==> config.mk <==
export PLATFORM = sky130hd
export DESIGN_NAME = rf_wb_arb
export DESIGN_NICKNAME = d
export VERILOG_FILES = /design/src/rtl/rf_wb_arb_pkg.sv /design/src/rtl/rf_wb_arb_fifo2.sv /design/src/rtl/rf_wb_arb.sv
export SDC_FILE = /design/constraint.sdc
export NUM_CORES = 1
export LEC_CHECK = 0
export BUFFER_PORTS_ARGS = -buffer_cell sky130_fd_sc_hd__buf_2
export CAP_MARGIN = 10
export CELL_PAD_IN_SITES_DETAIL_PLACEMENT = 1
export CELL_PAD_IN_SITES_GLOBAL_PLACEMENT = 1
export CORE_ASPECT_RATIO = 1.25
export CORE_MARGIN = 2
export CORE_UTILIZATION = 40
export CTS_BUF_LIST = sky130_fd_sc_hd__clkbuf_16
export DETAILED_ROUTE_END_ITERATION = 10
export GPL_TIMING_DRIVEN = 1
export PLACE_DENSITY_LB_ADDON = 0.08
export SLEW_MARGIN = 20
export SYNTH_ARGS = -nofsm -noshare
export SYNTH_HDL_FRONTEND = slang
export SYNTH_SLANG_ARGS = --single-unit
==> constraint.sdc <==
create_clock -name clk -period 3.7 [get_ports clk]
set_clock_uncertainty 0.2 [all_clocks]
set_input_delay 0.555 -clock clk [delete_from_list [all_inputs] [get_ports clk]]
set_output_delay 0.555 -clock clk [all_outputs]
set_load 0.02 [all_outputs]
==> src/rtl/rf_wb_arb_pkg.sv <==
// Shared types for the register-file writeback arbiter: request payload and
// MDU buffer occupancy states.
package rf_wb_arb_pkg;

    localparam int REG_ADDR_W = 5;
    localparam int XLEN       = 32;

    typedef struct packed {
        logic [REG_ADDR_W-1:0] addr;
        logic [XLEN-1:0]       data;
    } wb_req_t;

    typedef enum logic [1:0] {
        OCC_EMPTY = 2'd0,
        OCC_ONE   = 2'd1,
        OCC_FULL  = 2'd2
    } occ_e;

endpackage

==> src/rtl/rf_wb_arb_fifo2.sv <==
// Two-entry FIFO holding MDU results waiting for the register-file write port.
// Pointers and occupancy reset; the storage array does not.
module wb_fifo2
    import rf_wb_arb_pkg::*;
(
    input  logic    clk,
    input  logic    rst_n,
    input  logic    push_i,
    input  wb_req_t push_data_i,
    input  logic    pop_i,
    output logic    full_o,
    output logic    empty_o,
    output wb_req_t head_o
);

    occ_e    occ_q, occ_d;
    logic    wr_ptr_q, wr_ptr_d;
    logic    rd_ptr_q, rd_ptr_d;
    wb_req_t mem_q [2];
    logic    do_push, do_pop;

    assign do_push = push_i && (occ_q != OCC_FULL);
    assign do_pop  = pop_i  && (occ_q != OCC_EMPTY);

    always_comb begin
        occ_d    = occ_q;
        wr_ptr_d = wr_ptr_q;
        rd_ptr_d = rd_ptr_q;
        if (do_push) wr_ptr_d = ~wr_ptr_q;
        if (do_pop)  rd_ptr_d = ~rd_ptr_q;
        case (occ_q)
            OCC_EMPTY: if (do_push) occ_d = OCC_ONE;
            OCC_ONE: begin
                if (do_push && !do_pop)      occ_d = OCC_FULL;
                else if (do_pop && !do_push) occ_d = OCC_EMPTY;
            end
            OCC_FULL:  if (do_pop && !do_push) occ_d = OCC_ONE;
            default:   occ_d = OCC_EMPTY;
        endcase
    end

    always_ff @(posedge clk or negedge rst_n) begin
        if (!rst_n) begin
            occ_q    <= OCC_EMPTY;
            wr_ptr_q <= 1'b0;
            rd_ptr_q <= 1'b0;
        end else begin
            occ_q    <= occ_d;
            wr_ptr_q <= wr_ptr_d;
            rd_ptr_q <= rd_ptr_d;
        end
    end

    always_ff @(posedge clk) begin
        if (do_push) mem_q[wr_ptr_q] <= push_data_i;
    end

    assign full_o  = (occ_q == OCC_FULL);
    assign empty_o = (occ_q == OCC_EMPTY);
    assign head_o  = mem_q[rd_ptr_q];

endmodule

==> src/rtl/rf_wb_arb.sv <==
// Register-file write-port arbiter: the writeback pipeline normally wins, and
// buffered MDU results win once they have lost STARVE_MAX consecutive cycles.
module rf_wb_arb
    import rf_wb_arb_pkg::*;
#(
    parameter int STARVE_MAX = 4
) (
    input  logic                  clk,
    input  logic                  rst_n,
    input  logic [REG_ADDR_W-1:0] pipe_rd_addr_i,
    input  logic [XLEN-1:0]       pipe_rd_data_i,
    input  logic                  pipe_rd_wen_i,
    input  logic                  mdu_valid_i,
    input  logic [REG_ADDR_W-1:0] mdu_rd_addr_i,
    input  logic [XLEN-1:0]       mdu_rd_data_i,
    output logic                  mdu_ready_o,
    output logic [REG_ADDR_W-1:0] rd_addr_o,
    output logic [XLEN-1:0]       rd_data_o,
    output logic                  rd_wen_o,
    output logic                  stall_o,
    output logic                  mdu_pending_o
);

    localparam int CNT_W = $clog2(STARVE_MAX + 1);
    localparam logic [CNT_W-1:0] CNT_MAX = CNT_W'(STARVE_MAX);

    logic             fifo_full, fifo_empty;
    wb_req_t          fifo_head, push_data;
    logic             push, pop;
    logic             pipe_req, buf_req;
    logic             grant_buf, grant_pipe;
    logic [CNT_W-1:0] starve_q, starve_d;

    assign push_data = '{addr: mdu_rd_addr_i, data: mdu_rd_data_i};

    // Ready comes from registered occupancy only, so a same-cycle pop never frees a slot.
    assign mdu_ready_o = !fifo_full;
    assign push        = mdu_valid_i && mdu_ready_o;

    wb_fifo2 u_fifo (
        .clk         (clk),
        .rst_n       (rst_n),
        .push_i      (push),
        .push_data_i (push_data),
        .pop_i       (pop),
        .full_o      (fifo_full),
        .empty_o     (fifo_empty),
        .head_o      (fifo_head)
    );

    assign pipe_req   = pipe_rd_wen_i && (pipe_rd_addr_i != '0);
    assign buf_req    = !fifo_empty;
    assign grant_buf  = buf_req && (!pipe_req || (starve_q == CNT_MAX));
    assign grant_pipe = pipe_req && !grant_buf;
    assign pop        = grant_buf;

    always_comb begin
        rd_addr_o = '0;
        rd_data_o = '0;
        rd_wen_o  = 1'b0;
        if (grant_pipe) begin
            rd_addr_o = pipe_rd_addr_i;
            rd_data_o = pipe_rd_data_i;
            rd_wen_o  = 1'b1;
        end else if (grant_buf) begin
            rd_addr_o = fifo_head.addr;
            rd_data_o = fifo_head.data;
            rd_wen_o  = (fifo_head.addr != '0);
        end
    end

    assign stall_o       = pipe_req && grant_buf;
    assign mdu_pending_o = buf_req;

    always_comb begin
        starve_d = starve_q;
        if (grant_buf || !buf_req)    starve_d = '0;
        else if (pipe_req)            starve_d = (starve_q == CNT_MAX) ? CNT_MAX : starve_q + CNT_W'(1);
    end

    always_ff @(posedge clk or negedge rst_n) begin
        if (!rst_n) starve_q <= '0;
        else        starve_q <= starve_d;
    end

endmodule

# == Word level (Yosys, flattened, before mapping) ==
# Memories as Yosys holds them, arrays and structs flattened.
# Cells that the tools add are included.
# word_totals
out_inout_bits,41
inputBits,78
word_cells,54
ram_bits,74
regBits,7
memories,1
# mem_list
memory,depth,width,rd,rd_ports_with_merged_regs,wr,line,source
u_fifo.mem_q,2,37,1,0,1,rf_wb_arb_fifo2.sv:19,wb_req_t mem_q [2];
# classes
n_reduce_logical,23
n_bitwise,2
n_addsub,1
n_eq_ne,7
n_mux,16
# ops
op,count
32-bit 2-to-1 mux,2
5-bit 2-to-1 mux,2
5-bit nonzero test,2
1-bit logical AND,9
3-bit 2-to-1 mux,3
2-bit 2-to-1 mux,4
1-bit logical NOT,6
2-bit case mux with 3 select lines,1
1-bit 2-to-1 mux,4
2-bit by 1-bit inequality test with 1-bit output (second input constant),2
2-bit nonzero test,2
3-bit by 1-bit adder with 3-bit output (second input constant),1
3-bit equality test (second input constant),1
3-bit by 1-bit inequality test with 1-bit output (second input constant),1
3-bit AND reduction,1
2-bit by 1-bit equality test with 1-bit output (second input constant),1
2-bit equality test (second input constant),1
2-bit logical NOT,1
1-bit logical OR,2
2-bit inequality test (second input constant),1
1-bit NOT,2

# == Logic depth before layout (Yosys ltp) ==
# depth
ltp_word,10
mapped_depth,8
depth_no_buf,6

# == Hierarchy ==
# A second synthesis with hierarchy kept.
# hier_totals
cells_unflattened,254
area_unflattened_um2,3871.2
# by_module_without_submodules
module,cells_per_inst,area_per_inst_um2,n_inst,seq_area_each_um2
wb_fifo2,136,2974.1,1,2322.2
rf_wb_arb,118,897.1,1,75.1

# == Least setup slack after synthesis ==
# Ideal clock, no wire load.
# synth_path
path_type,reg2reg
startpoint,register u_fifo.occ_q[0]
endpoint,memory u_fifo.mem_q[0][0] (netlist bit) (enable)
t_arrival_ns,2.329
path_stages_with_launch,5
path_buffers,0
synth_period_minus_slack_ns,2.960
slack_ns,0.740
setup_time_ns,0.431
cell_sequence,dfrtp_1 > inv_1 > nand2_1 > nand2_1 > nor2_1
# synth_via
elab_chain_len,6
# synth_lines
item,line,source
from (decl),rf_wb_arb_fifo2.sv:16,"occ_e occ_q, occ_d;"
from (signal assigned),rf_wb_arb_fifo2.sv:44,occ_q <= OCC_EMPTY;
from (signal assigned),rf_wb_arb_fifo2.sv:48,occ_q <= occ_d;
2-bit equality test,rf_wb_arb_fifo2.sv:58,assign full_o = (occ_q == OCC_FULL);
1-bit logical NOT,rf_wb_arb.sv:37,assign mdu_ready_o = !fifo_full;
via mdu_ready_o,rf_wb_arb.sv:16,"output logic mdu_ready_o,"
1-bit logical AND,rf_wb_arb.sv:38,assign push = mdu_valid_i && mdu_ready_o;
1-bit logical AND,rf_wb_arb_fifo2.sv:22,assign do_push = push_i && (occ_q != OCC_FULL);
1-bit 2-to-1 mux,rf_wb_arb_fifo2.sv:55,if (do_push) mem_q[wr_ptr_q] <= push_data_i;
1-bit 2-to-1 mux (implied by the code),rf_wb_arb_fifo2.sv:55,
to (decl),rf_wb_arb_fifo2.sv:19,
# The timed path passes the listed nets, and every way through them passes these cells.

# == Final worst setup path ==
# layout_path
startpoint,register starve_q[0]
endpoint,output rd_data_o[30]
# layout_via
elab_chain_len,6
# layout_lines
item,line,source
from (decl),rf_wb_arb.sv:32,"logic [CNT_W-1:0] starve_q, starve_d;"
from (signal assigned),rf_wb_arb.sv:83,else starve_q <= starve_d;
3-bit equality test *,rf_wb_arb.sv:53,assign grant_buf = buf_req && (!pipe_req || (starve_q == CNT_MAX));
1-bit logical OR *,rf_wb_arb.sv:53,
1-bit logical AND *,rf_wb_arb.sv:53,
1-bit logical NOT,rf_wb_arb.sv:54,assign grant_pipe = pipe_req && !grant_buf;
1-bit logical AND,rf_wb_arb.sv:54,
32-bit 2-to-1 mux *,rf_wb_arb.sv:61,if (grant_pipe) begin
to (decl),rf_wb_arb.sv:18,"output logic [XLEN-1:0] rd_data_o,"
# Mark *: on every way between the ends. The rest lies on a longest branch, timed or not.

==> impl_results.rst <==
.. list-table::
   :header-rows: 1

   * - Metric
     - Value
   * - Result of the run
     - finished, final reports clean
   * - Global route overflow
     - 0
   * - RSZ-0062 raised after global routing
     - no
   * - Cell Area, Placed
     - about 0.0043 mm2
   * - Worst skew pair latency
     - between 0.3 and 0.4 ns
   * - Via count of the first global-routing pass
     - roughly 2300
   * - Setup-violating endpoint count in the final report
     - 0
   * - Ys async rst share
     - ~8.6%
   * - Post-CTS Repair Setup Buffers
     - 0
   * - Synthesized Nets
     - roughly 290
   * - Initial antenna violation count
     - 0
   * - Most common library cells after synthesis
     - 74 x sky130_fd_sc_hd__edfxtp_1, 38 x sky130_fd_sc_hd__mux2i_1, 20 x sky130_fd_sc_hd__o2bb2ai_2, 15 x sky130_fd_sc_hd__o2bb2ai_1, 7 x sky130_fd_sc_hd__dfrtp_1
   * - Clk pin slew, worst setup/hold paths
     - 0.06 ns
   * - Portion of total power attributed to sequential cells
     - 43.7%
   * - Count of endpoints failing hold in the final timing report
     - 0
   * - Share of the clock period used by the worst path
     - between 80% and 90%
   * - Syn Inst Count
     - 211
   * - Critical Path RT
     - 2.94 ns
   * - First-pass GRT wire length
     - 11100 um
   * - WL final
     - 7230 um
   * - Area of the core
     - 0.00870 mm2
   * - Deepest level of the CTS H-tree
     - 3
   * - Endpoint of the worst hold path
     - u_fifo.mem_q[0][29]
   * - Pre-Repair DR Iteration Count
     - 3
   * - Most frequently used cell type in the post-synthesis netlist
     - sky130_fd_sc_hd__edfxtp_1
   * - Critical register-to-register path endpoint
     - u_fifo.mem_q[0][10]
   * - Minimum hold slack
     - 0.214 ns
   * - Library cell used as clock root buffer
     - sky130_fd_sc_hd__clkbuf_16
   * - Number of buffers added on ports
     - ~120
   * - Final number of max-transition violations
     - 0
   * - Reg2reg setup slack
     - 1.63 ns
   * - Routed length per instance
     - 15.8 um
   * - Initial Util
     - 41.2%
   * - Post-Synthesis Mean Instance Area
     - 17.0 um2
   * - Number of I/O pins
     - 119
   * - Count of unresolved DRC violations after routing
     - 0
   * - Buffer depth of the longest clock path
     - 2
   * - Syn. warnings
     - 0
   * - DR vias/cell
     - ~4.9
   * - Yosys top cell area share
     - 62.1%
   * - Area of the mapped netlist
     - approximately 0.0036 mm2
   * - Number of distinct library cells after synthesis
     - 31
   * - Critical setup path kind
     - reg -> out
   * - Beginning of the worst register-to-register path
     - u_fifo.occ_q[0]
   * - Reported max-cap violation count
     - 0
   * - Max Fanout on Critical Path
     - 20
   * - Share of final-layout standard cells stronger than drive strength 1
     - 49.0%
   * - Placement Rows
     - 38
   * - Share of total power in combinational logic
     - around 27%
   * - Number of vias after detailed routing
     - 2233
   * - Last weighted congestion value of the routability-driven placer
     - ~0.7
   * - Post-synth EDFFs
     - 74
   * - Cell depth of the worst flop-to-flop path
     - 5
   * - Diodes inserted
     - 0
   * - Hold path start
     - mdu_rd_data_i[29]
   * - Predominant post-synthesis flop cell
     - sky130_fd_sc_hd__edfxtp_1
   * - Clock network power share
     - 29.1%
   * - Fmax
     - 314 MHz
   * - Worst voltage drop across the vdd grid
     - 299 uV
   * - Cell types occupying the most area after synthesis
     - sky130_fd_sc_hd__edfxtp_1 62%, sky130_fd_sc_hd__mux2i_1 11%, sky130_fd_sc_hd__o2bb2ai_2 8.4%
   * - FF+latch count, synth
     - 81
   * - Slew @ Worst Pin
     - 0.905 ns
   * - Worst Path Arrival
     - 2.43 ns
   * - Pin count of the biggest net entering global routing
     - 39
   * - Antenna Violating Nets Remaining
     - 0
   * - Nets
     - a little over 400
   * - Die area
     - 0.00973 mm2
   * - Clk sinks
     - slightly above 80
   * - Worst hold stages
     - 1
   * - Fin area
     - 0.00462 mm2
   * - Die height
     - 110 um
   * - Internal power
     - about 2 mW
   * - Switching power as a share of total power
     - 30.9%
   * - Post-synthesis sequential area ratio
     - 66.9%
   * - Switching power summed over all nets
     - roughly 920 uW
   * - PnR Total Power
     - 2.97 mW
   * - Area leader, netlist
     - sky130_fd_sc_hd__edfxtp_1
   * - Die Width
     - 88.6 um
   * - Class of the tightest hold or removal check
     - in -> reg
   * - Leakage power total
     - around 1.9 nW
   * - TritonCTS clock tree
     - built
   * - Final setup TNS
     - 0 ns
   * - Total routing resource utilization after global routing
     - between 10% and 20%
   * - DRC marker count from the first detailed-route iteration
     - 102
   * - Headroom to the max-slew limit
     - 39.7%
   * - Sort of element at the start of the critical path
     - register
   * - Relative area change from synthesis to final layout
     - 29.1%
   * - Placed wire-length estimate
     - 5270 um
   * - TritonCTS Buffers
     - 9
   * - Fin crit period
     - 3.19 ns
   * - Element type at the critical path end
     - output port
   * - Power per standard cell area
     - 643 mW/mm2
   * - CP startpoint
     - starve_q[0]
area by class of cell:
type | count | area, um2
Sequential cell | 81 | 2400
Clock inverter | 7 | 71.3
Tap cell | 120 | 150
Inverter | 5 | 18.8
Timing Repair Buffer | 124 | 651
Multi-Input combinational cell | 113 | 1110
Fill cell | 886 | 4080
Clock buffer | 9 | 225
registers in the layout, summed over array words and instances (netlist names):
name	flops
u_fifo.wr_ptr_q	1
u_fifo.occ_q	2
u_fifo.rd_ptr_q	1
u_fifo.mem_q	74
starve_q	3
power by group through the flow:
stage | Clock, mW | Combinational (mW) | Sequential [mW]
final | 0.865 | 0.808 | 1.30
after global routing | 0.915 | 0.884 | 1.32
after CTS | 0.891 | 0.831 | 1.30
after detailed placement | 0 | 0.828 | 1.32
after global placement | 0 | 0.820 | 1.31
after floorplan | 0 | 0.607 | 1.26
metal layers:
layer | vias to the layer above | global-route usage [%] | wire [um]
met5 | - | 0 | 0
met4 | 0 | 6.28 | 144
met3 | 12 | 3.00 | 370
met2 | 77 | 26.8 | 3770
met1 | 1060 | 18.7 | 2950
li1 | 1084 | - | -
worst max-delay path by stage:
stage | end | slack (ns) | cells past startpoint
finish | rd_data_o[30] | 0.51 | 7
global route | rd_data_o[31] | 0.33 | 6
CTS | rd_data_o[30] | 0.45 | 7
detailed placement | rd_data_o[27] | 0.78 | 7
global placement | rd_data_o[30] | 0.79 | 7
floorplan | u_fifo.mem_q[0][0] | 0.74 | 4
placed cells by master (no fill, tap or decap), types with 2 or more instances in the layout:
cell	instances
sky130_fd_sc_hd__inv_1	6
sky130_fd_sc_hd__a21oi_1	3
sky130_fd_sc_hd__nand2_1	5
sky130_fd_sc_hd__clkbuf_16	9
sky130_fd_sc_hd__ha_1	2
sky130_fd_sc_hd__o2bb2ai_2	20
sky130_fd_sc_hd__nand3_1	2
sky130_fd_sc_hd__mux2i_1	38
sky130_fd_sc_hd__xnor2_1	2
sky130_fd_sc_hd__nor3_1	3
sky130_fd_sc_hd__clkinvlp_4	2
sky130_fd_sc_hd__buf_4	4
sky130_fd_sc_hd__buf_2	118
sky130_fd_sc_hd__edfxtp_1	74
sky130_fd_sc_hd__nor2b_1	2
sky130_fd_sc_hd__o2bb2ai_1	15
sky130_fd_sc_hd__nor2_1	4
sky130_fd_sc_hd__o21ai_0	2
sky130_fd_sc_hd__dfrtp_1	6
stage by stage:
stage / utilization, % / setup WS [ns] / instances
global placement: 49.6 / 0.791 / 442
CTS: 53.1 / 0.446 / 459
global route: 53.1 / 0.331 / 459
detailed placement: 49.6 / 0.776 / 442
floorplan: - / 0.740 / 211
finish: 53.1 / 0.513 / 459
what timing repair did:
item	in CTS	in global routing
endpoints found under the hold margin	7	0
gates resized for setup	0	0
hold buffers	1	0
worst max-delay path: stages (launching register included):
cell,delay [ns]
sky130_fd_sc_hd__dfrtp_1,0.37
sky130_fd_sc_hd__inv_1,0.05
sky130_fd_sc_hd__ha_1,0.21
sky130_fd_sc_hd__and2_1,0.20
sky130_fd_sc_hd__a21oi_4,0.53
sky130_fd_sc_hd__buf_4,0.39
sky130_fd_sc_hd__o2bb2ai_1,0.14
sky130_fd_sc_hd__buf_2,0.18
cell families after synthesis:
group                    after synthesis  synth area share, %
multiplexers                          38                 10.6
AND/OR/NAND/NOR                       24                 3.49
buffers and inverters                 17                 2.59
adder cells (fa/ha/maj)                2                0.699
XOR/XNOR                               2                0.489
flip-flops                            81                 66.9
AO/OA/AOI/OAI                         47                 15.2
(Power assumes the default switching activity.)
